===== src/rtl/spi_ctrl_pkg.sv =====
// Shared definitions for the SPI command controller: FSM encoding, register map
// addresses, command-byte field positions and STATUS bit positions.
package spi_ctrl_pkg;

  localparam int unsigned ADDR_W = 3;
  localparam int unsigned BYTE_W = 8;
  localparam int unsigned FCNT_W = 4;

  localparam logic [BYTE_W-1:0] ID_VALUE_DEF = 8'h59;

  localparam logic [2:0] ST_IDLE    = 3'd0;
  localparam logic [2:0] ST_CMD     = 3'd1;
  localparam logic [2:0] ST_WDATA   = 3'd2;
  localparam logic [2:0] ST_RDATA   = 3'd3;
  localparam logic [2:0] ST_DISCARD = 3'd4;

  localparam logic [ADDR_W-1:0] ADDR_ID     = 3'd0;
  localparam logic [ADDR_W-1:0] ADDR_STATUS = 3'd7;

  localparam int unsigned CMD_RD_BIT   = 7;
  localparam int unsigned CMD_RSVD_MSB = 6;
  localparam int unsigned CMD_RSVD_LSB = 3;
  localparam int unsigned CMD_ADDR_MSB = 2;

  localparam int unsigned STAT_BADCMD_BIT = 1;

  // A command is well formed only when its reserved field is all zeros.
  function automatic logic cmd_is_valid(input logic [BYTE_W-1:0] cmd);
    return cmd[CMD_RSVD_MSB:CMD_RSVD_LSB] == '0;
  endfunction

endpackage


===== src/rtl/spi_ctrl_regfile.sv =====
// Byte register file for the SPI command controller: ID/STATUS virtual registers,
// six read/write registers, sticky error flags and a combinational read port.
module spi_ctrl_regfile
  import spi_ctrl_pkg::*;
#(
  parameter logic [BYTE_W-1:0] ID_VALUE = ID_VALUE_DEF,
  parameter int unsigned       NREG     = 8
) (
  input  logic                         clk_12MHz,
  input  logic                         i_rst_n,
  input  logic                         wr_req,
  input  logic [ADDR_W-1:0]            wr_addr,
  input  logic [BYTE_W-1:0]            wr_data,
  input  logic [ADDR_W-1:0]            rd_addr,
  input  logic                         status_clr,
  input  logic                         badcmd_set,
  input  logic                         busy,
  input  logic [FCNT_W-1:0]            frame_cnt,
  output logic [BYTE_W-1:0]            rd_data_c,
  output logic [BYTE_W-1:0]            status_c,
  output logic [BYTE_W*(NREG-2)-1:0]   ctrl_regs,
  output logic                         wr_strobe,
  output logic [ADDR_W-1:0]            wr_done_addr
);

  localparam int unsigned RW_N = NREG - 2;

  logic [RW_N-1:0][BYTE_W-1:0] rw_q;
  logic                        err_ro_q;
  logic                        err_badcmd_q;
  logic                        wr_ok_c;

  assign ctrl_regs = rw_q;

  // ID and STATUS are not storage; writes to them are dropped and flagged.
  always_comb wr_ok_c = wr_req && (wr_addr != ADDR_ID) && (wr_addr != ADDR_STATUS);

  always_comb status_c = {frame_cnt, 1'b0, err_ro_q, err_badcmd_q, busy};

  always_comb begin
    rd_data_c = '0;
    if (rd_addr == ADDR_ID) begin
      rd_data_c = ID_VALUE;
    end else if (rd_addr == ADDR_STATUS) begin
      rd_data_c = status_c;
    end else begin
      for (int i = 0; i < int'(RW_N); i++) begin
        if (rd_addr == ADDR_W'(i + 1)) rd_data_c = rw_q[i];
      end
    end
  end

  always_ff @(posedge clk_12MHz or negedge i_rst_n) begin
    if (!i_rst_n) begin
      rw_q         <= '0;
      err_ro_q     <= 1'b0;
      err_badcmd_q <= 1'b0;
      wr_strobe    <= 1'b0;
      wr_done_addr <= '0;
    end else begin
      wr_strobe <= wr_ok_c;
      if (wr_ok_c) wr_done_addr <= wr_addr;
      for (int i = 0; i < int'(RW_N); i++) begin
        if (wr_ok_c && (wr_addr == ADDR_W'(i + 1))) rw_q[i] <= wr_data;
      end
      // Sticky until a STATUS byte is handed to the slave by a read.
      err_ro_q     <= (err_ro_q & ~status_clr) | (wr_req & ~wr_ok_c);
      err_badcmd_q <= (err_badcmd_q & ~status_clr) | badcmd_set;
    end
  end

endmodule


===== src/rtl/spi_cmd_ctrl.sv =====
// SPI command controller: frame FSM, address counter and tx byte scheduling.
// Define SPI_CMD_AUTOINC_EN to advance the address after every data byte.
module spi_cmd_ctrl
  import spi_ctrl_pkg::*;
#(
  parameter logic [BYTE_W-1:0] ID_VALUE = ID_VALUE_DEF,
  parameter int unsigned       NREG     = 8
) (
  input  logic                       clk_12MHz,
  input  logic                       i_rst_n,
  input  logic                       i_sel,
  input  logic                       i_rx_valid,
  input  logic [BYTE_W-1:0]          i_rx_byte,
  output logic [BYTE_W-1:0]          o_tx_byte,
  output logic                       o_tx_load,
  output logic [BYTE_W*(NREG-2)-1:0] o_ctrl_regs,
  output logic                       o_wr_strobe,
  output logic [ADDR_W-1:0]          o_wr_addr
);

  logic [2:0]        state_q, state_d;
  logic              sel_q;
  logic              sel_rise_c;
  logic              busy_c;
  logic [ADDR_W-1:0] addr_q, addr_d, addr_step_c, rd_addr_c, cmd_addr_c;
  logic              cmd_seen_q, cmd_seen_d;
  logic [FCNT_W-1:0] frame_cnt_q;
  logic              frame_inc_c;
  logic              wr_req_c;
  logic              status_clr_c;
  logic              badcmd_set_c;
  logic              tx_load_d;
  logic [BYTE_W-1:0] tx_byte_d;
  logic [BYTE_W-1:0] rd_data_c;
  logic [BYTE_W-1:0] status_c;

  spi_ctrl_regfile #(
    .ID_VALUE (ID_VALUE),
    .NREG     (NREG)
  ) u_regfile (
    .clk_12MHz    (clk_12MHz),
    .i_rst_n      (i_rst_n),
    .wr_req       (wr_req_c),
    .wr_addr      (addr_q),
    .wr_data      (i_rx_byte),
    .rd_addr      (rd_addr_c),
    .status_clr   (status_clr_c),
    .badcmd_set   (badcmd_set_c),
    .busy         (busy_c),
    .frame_cnt    (frame_cnt_q),
    .rd_data_c    (rd_data_c),
    .status_c     (status_c),
    .ctrl_regs    (o_ctrl_regs),
    .wr_strobe    (o_wr_strobe),
    .wr_done_addr (o_wr_addr)
  );

  // sel_q resets high so a frame left open across reset needs a fresh rise.
  always_comb sel_rise_c = i_sel & ~sel_q;
  always_comb busy_c     = (state_q != ST_IDLE) | sel_rise_c;
  always_comb cmd_addr_c = i_rx_byte[CMD_ADDR_MSB:0];

`ifdef SPI_CMD_AUTOINC_EN
  always_comb addr_step_c = addr_q + ADDR_W'(1);
`else
  always_comb addr_step_c = addr_q;
`endif

  always_comb begin
    state_d      = state_q;
    addr_d       = addr_q;
    cmd_seen_d   = cmd_seen_q;
    rd_addr_c    = addr_q;
    wr_req_c     = 1'b0;
    status_clr_c = 1'b0;
    badcmd_set_c = 1'b0;
    frame_inc_c  = 1'b0;
    tx_load_d    = 1'b0;
    tx_byte_d    = o_tx_byte;

    case (state_q)
      ST_IDLE: begin
        if (sel_rise_c) begin
          state_d    = ST_CMD;
          cmd_seen_d = 1'b0;
          tx_load_d  = 1'b1;
          tx_byte_d  = status_c;
        end
      end
      ST_CMD: begin
        if (i_rx_valid) begin
          if (!cmd_is_valid(i_rx_byte)) begin
            state_d      = ST_DISCARD;
            badcmd_set_c = 1'b1;
            tx_load_d    = 1'b1;
            tx_byte_d    = status_c;
            tx_byte_d[STAT_BADCMD_BIT] = 1'b1;
          end else begin
            addr_d     = cmd_addr_c;
            cmd_seen_d = 1'b1;
            if (i_rx_byte[CMD_RD_BIT]) begin
              state_d      = ST_RDATA;
              rd_addr_c    = cmd_addr_c;
              tx_load_d    = 1'b1;
              tx_byte_d    = rd_data_c;
              status_clr_c = (cmd_addr_c == ADDR_STATUS);
            end else begin
              state_d = ST_WDATA;
            end
          end
        end
      end
      ST_WDATA: begin
        if (i_rx_valid) begin
          wr_req_c = 1'b1;
          addr_d   = addr_step_c;
        end
      end
      ST_RDATA: begin
        if (i_rx_valid) begin
          addr_d       = addr_step_c;
          rd_addr_c    = addr_step_c;
          tx_load_d    = 1'b1;
          tx_byte_d    = rd_data_c;
          status_clr_c = (addr_step_c == ADDR_STATUS);
        end
      end
      ST_DISCARD: begin
        if (i_rx_valid) begin
          tx_load_d = 1'b1;
          tx_byte_d = status_c;
        end
      end
      default: state_d = ST_IDLE;
    endcase

    // Frame close wins over the state transition but not over this cycle's byte.
    if ((state_q != ST_IDLE) && !i_sel) begin
      state_d     = ST_IDLE;
      frame_inc_c = cmd_seen_d;
      cmd_seen_d  = 1'b0;
    end
  end

  always_ff @(posedge clk_12MHz or negedge i_rst_n) begin
    if (!i_rst_n) begin
      state_q     <= ST_IDLE;
      sel_q       <= 1'b1;
      addr_q      <= '0;
      cmd_seen_q  <= 1'b0;
      frame_cnt_q <= '0;
      o_tx_load   <= 1'b0;
      o_tx_byte   <= '0;
    end else begin
      state_q     <= state_d;
      sel_q       <= i_sel;
      addr_q      <= addr_d;
      cmd_seen_q  <= cmd_seen_d;
      frame_cnt_q <= frame_cnt_q + FCNT_W'(frame_inc_c);
      o_tx_load   <= tx_load_d;
      o_tx_byte   <= tx_byte_d;
    end
  end

endmodule


===== config.mk =====
export PLATFORM = sky130hd
export DESIGN_NAME = spi_cmd_ctrl
export DESIGN_NICKNAME = d
export VERILOG_FILES = /design/src/rtl/spi_ctrl_pkg.sv /design/src/rtl/spi_ctrl_regfile.sv /design/src/rtl/spi_cmd_ctrl.sv
export SDC_FILE = /design/constraint.sdc
export NUM_CORES = 1
export LEC_CHECK = 0
export ABC_AREA = 1
export CELL_PAD_IN_SITES_DETAIL_PLACEMENT = 1
export CELL_PAD_IN_SITES_GLOBAL_PLACEMENT = 1
export CORE_ASPECT_RATIO = 1.75
export CORE_MARGIN = 1.5
export CORE_UTILIZATION = 47
export DETAILED_ROUTE_END_ITERATION = 12
export DONT_BUFFER_PORTS = 1
export PLACE_DENSITY_LB_ADDON = 0.1
export SLEW_MARGIN = 0
export SYNTH_ARGS = -nofsm -noshare
export SYNTH_HDL_FRONTEND = slang
export SYNTH_SLANG_ARGS = --single-unit
export TNS_END_PERCENT = 30

===== constraint.sdc =====
create_clock -name clk_12MHz -period 2.2 [get_ports clk_12MHz]
set_input_delay 0.44 -clock clk_12MHz [delete_from_list [all_inputs] [get_ports clk_12MHz]]
set_output_delay 0.44 -clock clk_12MHz [all_outputs]
set_load 0.05 [all_outputs]

==> results.json, run 1 <==
{
  "grt_max_degree": 76,
  "post-cts-setup-buffers": 0,
  "synth_top_area_cell": "dfrtp_1",
  "final_antenna_net_count": 0,
  "die-area_um2": 8640,
  "ios": 73,
  "track_usage_pct": 28.6,
  "synth_top_flop_cell": "dfrtp_1",
  "synth_common_cells": "nand2_1, dfrtp_1, o21ai_0",
  "power.leakage_nw": 2.11,
  "postSynthCellCount": 449,
  "root_buffer": "clkbuf_16",
  "core_area_um2": 7860,
  "yosysSeqAreaShare_pct": 49.5,
  "r2r_end": "o_tx_byte[5]$_DFFE_PN0P_",
  "arrival_ns": 2.32,
  "synth_top_area_share_pct": 48.8,
  "power_density_nw_per_um2": 1290,
  "io_buffer_count": 0,
  "min_period_over_period_pct": 95.5,
  "synth_area_um2": 3790,
  "area_delta_synth_final_pct": 14.7,
  "placementRows": 43,
  "multi_input_area_um2": 1700,
  "grt_pass1_wl_um": 18700,
  "crit_start": "state_q[2]$_DFFE_PN0P_",
  "max-vdd-ir-drop_uv": 761,
  "cp-start-kind": "flop",
  "slew_viol_final": 0,
  "h-tree-depth": 3,
  "crit_path_end_kind": "flop",
  "final_cell_area_um2": 4350,
  "first_global_vias": 3504,
  "synth_edf_count": 0,
  "dieHeight_um": 122,
  "hold_viol_final": 75,
  "p_clk_share_pct": 27.0,
  "antenna_found_initial": 0,
  "routed_wl_um": 11600,
  "cp_max_fo": 15,
  "worstSetupPathType": "flop to flop",
  "async_flop_share_pct": 100,
  "regToRegStartpoint": "state_q[2]$_DFFE_PN0P_",
  "intPower_mw": 3.14,
  "swShare_pct": 44.3,
  "cts_tree": "done",
  "ys_warn_count": 0,
  "setup_violations": 0,
  "drt-wirelength-per-cell_um": 20.6,
  "power_switching_mw": 2.50,
  "p_seq_share_pct": 42.0,
  "finClkSkew_ns": 0.00713,
  "period_needed_ns": 2.10,
  "diodes": 0,
  "die_x_um": 70.9,
  "crit_end": "o_tx_byte[5]$_DFFE_PN0P_",
  "relSlewSlack_pct": 61.2,
  "clock_latency_ns": 0.33,
  "place_area_um2": 4020,
  "path_clk_slew_ns": 0.06,
  "initial_core_util_pct": 48.3,
  "clk_path_buf_depth": 2,
  "worstRegToRegCells": 12,
  "synth_fp_nets": 463,
  "rsz0062_at_grt": "yes",
  "num_vias": 3261,
  "crit_required_ns": 2.42,
  "cts_num_sinks": 75,
  "combPwrFrac_pct": 31.0,
  "regArea_um2": 1880,
  "drcViolationCount": 0,
  "numCtsBuffers": 9,
  "syn_area_per_cell_um2": 8.45,
  "violations": "negative hold slack",
  "tightest_slew_ns": 0.583,
  "drv_cap": 0,
  "post-place-cells": 549,
  "place_hpwl_um": 8640,
  "nFillCells": 926,
  "gp_congestion": 0.921,
  "worst_hold_slack_ns": -0.204,
  "worst_hold_path_type": "primary input to async pin",
  "fmax_mhz": 476,
  "status": "complete, but fails checks",
  "synth.most_common_cell": "nand2_1",
  "worst-r2r-setup-slack_ns": 0.1,
  "drive_above_1_share_pct": 17.1,
  "overflow": 0,
  "drt_iter0_drc": 160,
  "synth.distinct_cells": 40,
  "drt-pass1-iter-count": 4,
  "yosys-top-cells-area": "dfrtp_1, nand2_1, o21ai_0",
  "viasPerCell": 5.77,
  "finalNetCount": 484,
  "stdcell_count": 565,
  "ys_seq_elements": 75
}
==> worst min-delay path by stage <==
stage	start	endpoint	slack, ns	depth (start not counted)
final	i_rst_n	u_regfile.ctrl_regs[17]$_DFFE_PN0P_	-0.20	0
after global routing	i_rst_n	u_regfile.ctrl_regs[17]$_DFFE_PN0P_	-0.22	0
after CTS	i_rst_n	u_regfile.wr_strobe$_DFF_PN0_	-0.21	0
after detailed placement	i_rst_n	u_regfile.ctrl_regs[17]$_DFFE_PN0P_	0.15	0
after global placement	i_rst_n	u_regfile.ctrl_regs[17]$_DFFE_PN0P_	0.15	0
after floorplan	i_rst_n	addr_q[0]$_DFFE_PN0P_	0.14	0
==> layer usage <==
layer | vias up | global-route usage (%) | part of all wire (%)
met2 | 97 | 52.5 | 55
met3 | 25 | 5.46 | 4.4
met5 | - | 0 | 0
li1 | 1513 | - | -
met1 | 1626 | 31.5 | 36
met4 | 0 | 12.6 | 3.6
==> cells by family (layout without fill, tap and decap cells) <==
kind of cell | after synthesis | count (layout) | share of synthesized area, %
buffers and inverters | 55 | 81 | 6.10
flip-flops | 75 | 75 | 49.5
adder cells (fa/ha/maj) | 2 | 2 | 0.659
AND/OR/NAND/NOR | 230 | 230 | 31.0
XOR/XNOR | 2 | 2 | 0.462
AO/OA/AOI/OAI | 85 | 85 | 12.3
==> cell usage in the layout, fill, tap and decap left out, types with 10 or more instances in the layout <==
master   synthesis  routed
buf_4            0      17
dfrtp_1         74      73
inv_1           38      38
nand2_1        114     114
nand2_2         10      10
nand3_1         25      25
nand4_1         12      12
nor2_1          40      37
o21ai_0         41      41
o21ai_1         23      23
==> power groups by stage <==
| stage | clock network (mW) | registers, mW | logic, mW |
|---|---|---|---|
| finish | 1.52 | 2.37 | 1.75 |
| global route | 1.59 | 2.39 | 1.96 |
| CTS | 1.54 | 2.36 | 1.74 |
| detailed placement | 0 | 2.39 | 1.72 |
| global placement | 0 | 2.38 | 1.67 |
| floorplan | 0 | 2.33 | 1.24 |
==> registers in the layout, indices dropped and copies added (netlist names) <==
name and flops:
state_q 3, u_regfile.err_ro_q 1, cmd_seen_q 1, o_tx_byte 8, sel_q 1, u_regfile.ctrl_regs 48
frame_cnt_q 4, u_regfile.wr_done_addr 3, addr_q 3, o_tx_load 1, u_regfile.wr_strobe 1, u_regfile.err_badcmd_q 1
==> through the flow <==
step	worst slack, ns	total power, mW	utilization, %	TNS [ns]
final	0.0999	5.64	55.4	0
after global routing	-0.0163	5.94	55.4	-0.0351
after CTS	0.0230	5.64	55.1	0
after detailed placement	0.00949	4.11	51.1	0
after global placement	0.106	4.05	51.1	0
after floorplan	0.299	3.57	-	0
==> repair_timing <==
| action | 4_1_cts | 5_1_grt |
|---|---|---|
| endpoints found under the hold margin | 75 | 75 |
| gates resized for setup | 0 | 7 |
| setup endpoints to repair | 0 | 9 |
==> area by class of cell <==
type | instances | area share (%)
flip-flops and latches | 75 | 43.2
multi-input cells | 319 | 39.1
clock buffers | 11 | 5.81
inverters | 46 | 4.25
repair buffers | 19 | 3.65
well taps | 90 | 2.59
clock inverters | 5 | 1.38
==> critical path, stage by stage (launching register included) <==
cell and delay, ns:
dfrtp_2 0.44, nor2_4 0.17, nand3_2 0.13, nor3_4 0.22, buf_6 0.14, nor2_8 0.05, buf_12 0.16, nand2_2 0.11
nor2_1 0.05, nor2_1 0.12, nand4_1 0.13, a21oi_1 0.20, nor2_1 0.06
No activity file was read; power rests on OpenSTA's default activity.
==> inputs of run 2 (changes only) <==
--- a/config.mk
+++ b/config.mk
@@ -6,6 +6,7 @@
 export NUM_CORES = 1
 export LEC_CHECK = 0
 export ABC_AREA = 1
+export CAP_MARGIN = 20
 export CELL_PAD_IN_SITES_DETAIL_PLACEMENT = 1
 export CELL_PAD_IN_SITES_GLOBAL_PLACEMENT = 1
 export CORE_ASPECT_RATIO = 1.75
@@ -14,6 +15,7 @@
 export DETAILED_ROUTE_END_ITERATION = 12
 export DONT_BUFFER_PORTS = 1
 export PLACE_DENSITY_LB_ADDON = 0.1
+export REMOVE_ABC_BUFFERS = 1
 export SLEW_MARGIN = 0
 export SYNTH_ARGS = -nofsm -noshare
 export SYNTH_HDL_FRONTEND = slang
==> run 2 against run 1 <==
- the flow now finishes without violations
- cell area up 1.4%
- register-to-register slack worse by 0.03 ns
- hold slack improved by 0.29 ns
- sequential power barely moved
- sequential share of layout area down 0.59 points
- highest routed layer unchanged
==> results.json, run 2 (same netlist as run 1, synthesis figures left out) <==
{
  "status": "finished, final reports clean",
  "cp-start-kind": "flop",
  "slew_viol_final": 0,
  "final_cell_mix": "nand2_1, dfrtp_1, o21ai_0",
  "io_buffer_count": 0,
  "antenna_found_initial": 0,
  "drcViolationCount": 0,
  "layout.cells.most_common": "nand2_1",
  "area_delta_synth_final_pct": 16.3,
  "worst_hold_slack_ns": 0.0877,
  "worstSetupPathType": "flop to flop",
  "viasPerCell": 5.72,
  "h-tree-depth": 3,
  "stdcell_count": 569,
  "final_antenna_net_count": 0,
  "finClkSkew_ns": 0.00517,
  "path_clk_slew_ns": 0.06,
  "hold_viol_final": 0,
  "cts_tree": "done",
  "drv_cap": 0,
  "num_vias": 3253,
  "die-area_um2": 8640,
  "power.leakage_nw": 2.14,
  "dieHeight_um": 122,
  "finalNetCount": 488,
  "diodes": 0,
  "drt_iter0_drc": 151,
  "crit_required_ns": 2.40,
  "period_needed_ns": 2.13,
  "core_area_um2": 7860,
  "routed_wl_um": 11600,
  "drive_above_1_share_pct": 17.7,
  "relSlewSlack_pct": 61.6,
  "numCtsBuffers": 9,
  "grt_max_degree": 76,
  "arrival_ns": 2.34,
  "min_path_cells": 0,
  "gp_congestion": 0.903,
  "drt-wirelength-per-cell_um": 20.3,
  "tightest_slew_ns": 0.574,
  "crit_path_end_kind": "flop",
  "initial_core_util_pct": 48.3,
  "drt-pass1-iter-count": 4,
  "root_buffer": "clkbuf_16",
  "power_density_nw_per_um2": 1300,
  "setup_violations": 0,
  "clock_latency_ns": 0.34,
  "cp_max_fo": 16,
  "track_usage_pct": 28.4,
  "rsz0062_at_grt": "yes",
  "largest_reg_flops": 48,
  "placementRows": 43,
  "overflow": 0,
  "clk_path_buf_depth": 2,
  "place_hpwl_um": 8290,
  "fmax_mhz": 469,
  "min_period_over_period_pct": 96.9,
  "cts_num_sinks": 75,
  "ios": 73,
  "setup_tns_ns": 0,
  "die_x_um": 70.9,
  "grt_pass1_wl_um": 18400,
  "postLayoutCoreUtil_pct": 56.2,
  "worstRegToRegCells": 10,
  "post-place-cells": 543,
  "first_global_vias": 3452,
  "worst_hold_path_type": "primary input to flop",
  "max-vdd-ir-drop_uv": 575
}
==> run 2: power by group <==
group          internal [mW]  switching (mW)  total, mW
clock                   1.05           0.583       1.64
combinational          0.574            1.15       1.72
sequential              1.60           0.791       2.39
total                   3.22            2.52       5.75
==> run 2: final cells by class <==
type	instances	area [um^2]
fillers	935	3440
flip-flops and latches	75	1880
multi-input cells	319	1710
clock buffers	12	256
repair buffers	23	199
inverters	46	185
well taps	90	113
clock inverters	4	72.6
==> run 2: timing repair <==
| item | in CTS | in global routing |
|---|---|---|
| gates resized for setup | 2 | 7 |
| endpoints found under the hold margin | 75 | 75 |
| pin swaps | 0 | 7 |
| setup endpoints to repair | 3 | 32 |
| setup buffers | 0 | 8 |
==> run 2: final timing paths <==
kind                                                       endpoint  slack [ns]                   start
worst min-delay path                                sel_q$_DFF_PN1_        0.09                   i_sel
worst max register to register  u_regfile.ctrl_regs[39]$_DFFE_PN0P_        0.07  state_q[0]$_DFFE_PN0P_
max in group asynchronous                           sel_q$_DFF_PN1_        1.21                 i_rst_n
worst min register to register                 cmd_seen_q$_DFF_PN0_        0.50    cmd_seen_q$_DFF_PN0_
min in group asynchronous       u_regfile.ctrl_regs[18]$_DFFE_PN0P_        0.65                 i_rst_n
worst max-delay path            u_regfile.ctrl_regs[39]$_DFFE_PN0P_        0.07  state_q[0]$_DFFE_PN0P_
==> run 2: routing by layer <==
| metal | vias to the layer above | wire length [um] | GRT usage [%] |
|---|---|---|---|
| met5 | - | 0 | 0 |
| met4 | 0 | 297 | 11.6 |
| met3 | 17 | 532 | 7.94 |
| met2 | 75 | 6430 | 51.5 |
| met1 | 1633 | 4310 | 30.6 |
| li1 | 1528 | - | - |
==> run 2: critical path, stage by stage, from the launching register on <==
cell and delay [ns]:
dfrtp_1 0.48, nor3_1 0.31, nand2_1 0.15, inv_2 0.12, nand2_1 0.07, nor2_2 0.11
inv_2 0.09, nor2_4 0.14, nand2_2 0.26, nand2_1 0.15, o21ai_0 0.11
==> run 2: through the flow <==
stage | setup WS, ns | cell area (um^2) | total power [mW]
2_1_floorplan | 0.277 | 3750 | 3.54
3_3_place_gp | -0.0138 | 3960 | 3.95
3_5_place_dp | -0.0770 | 3960 | 4.01
5_1_grt | -0.126 | 4410 | 6.04
6_report | 0.0687 | 4410 | 5.75
4_1_cts | 0.0122 | 4300 | 5.66
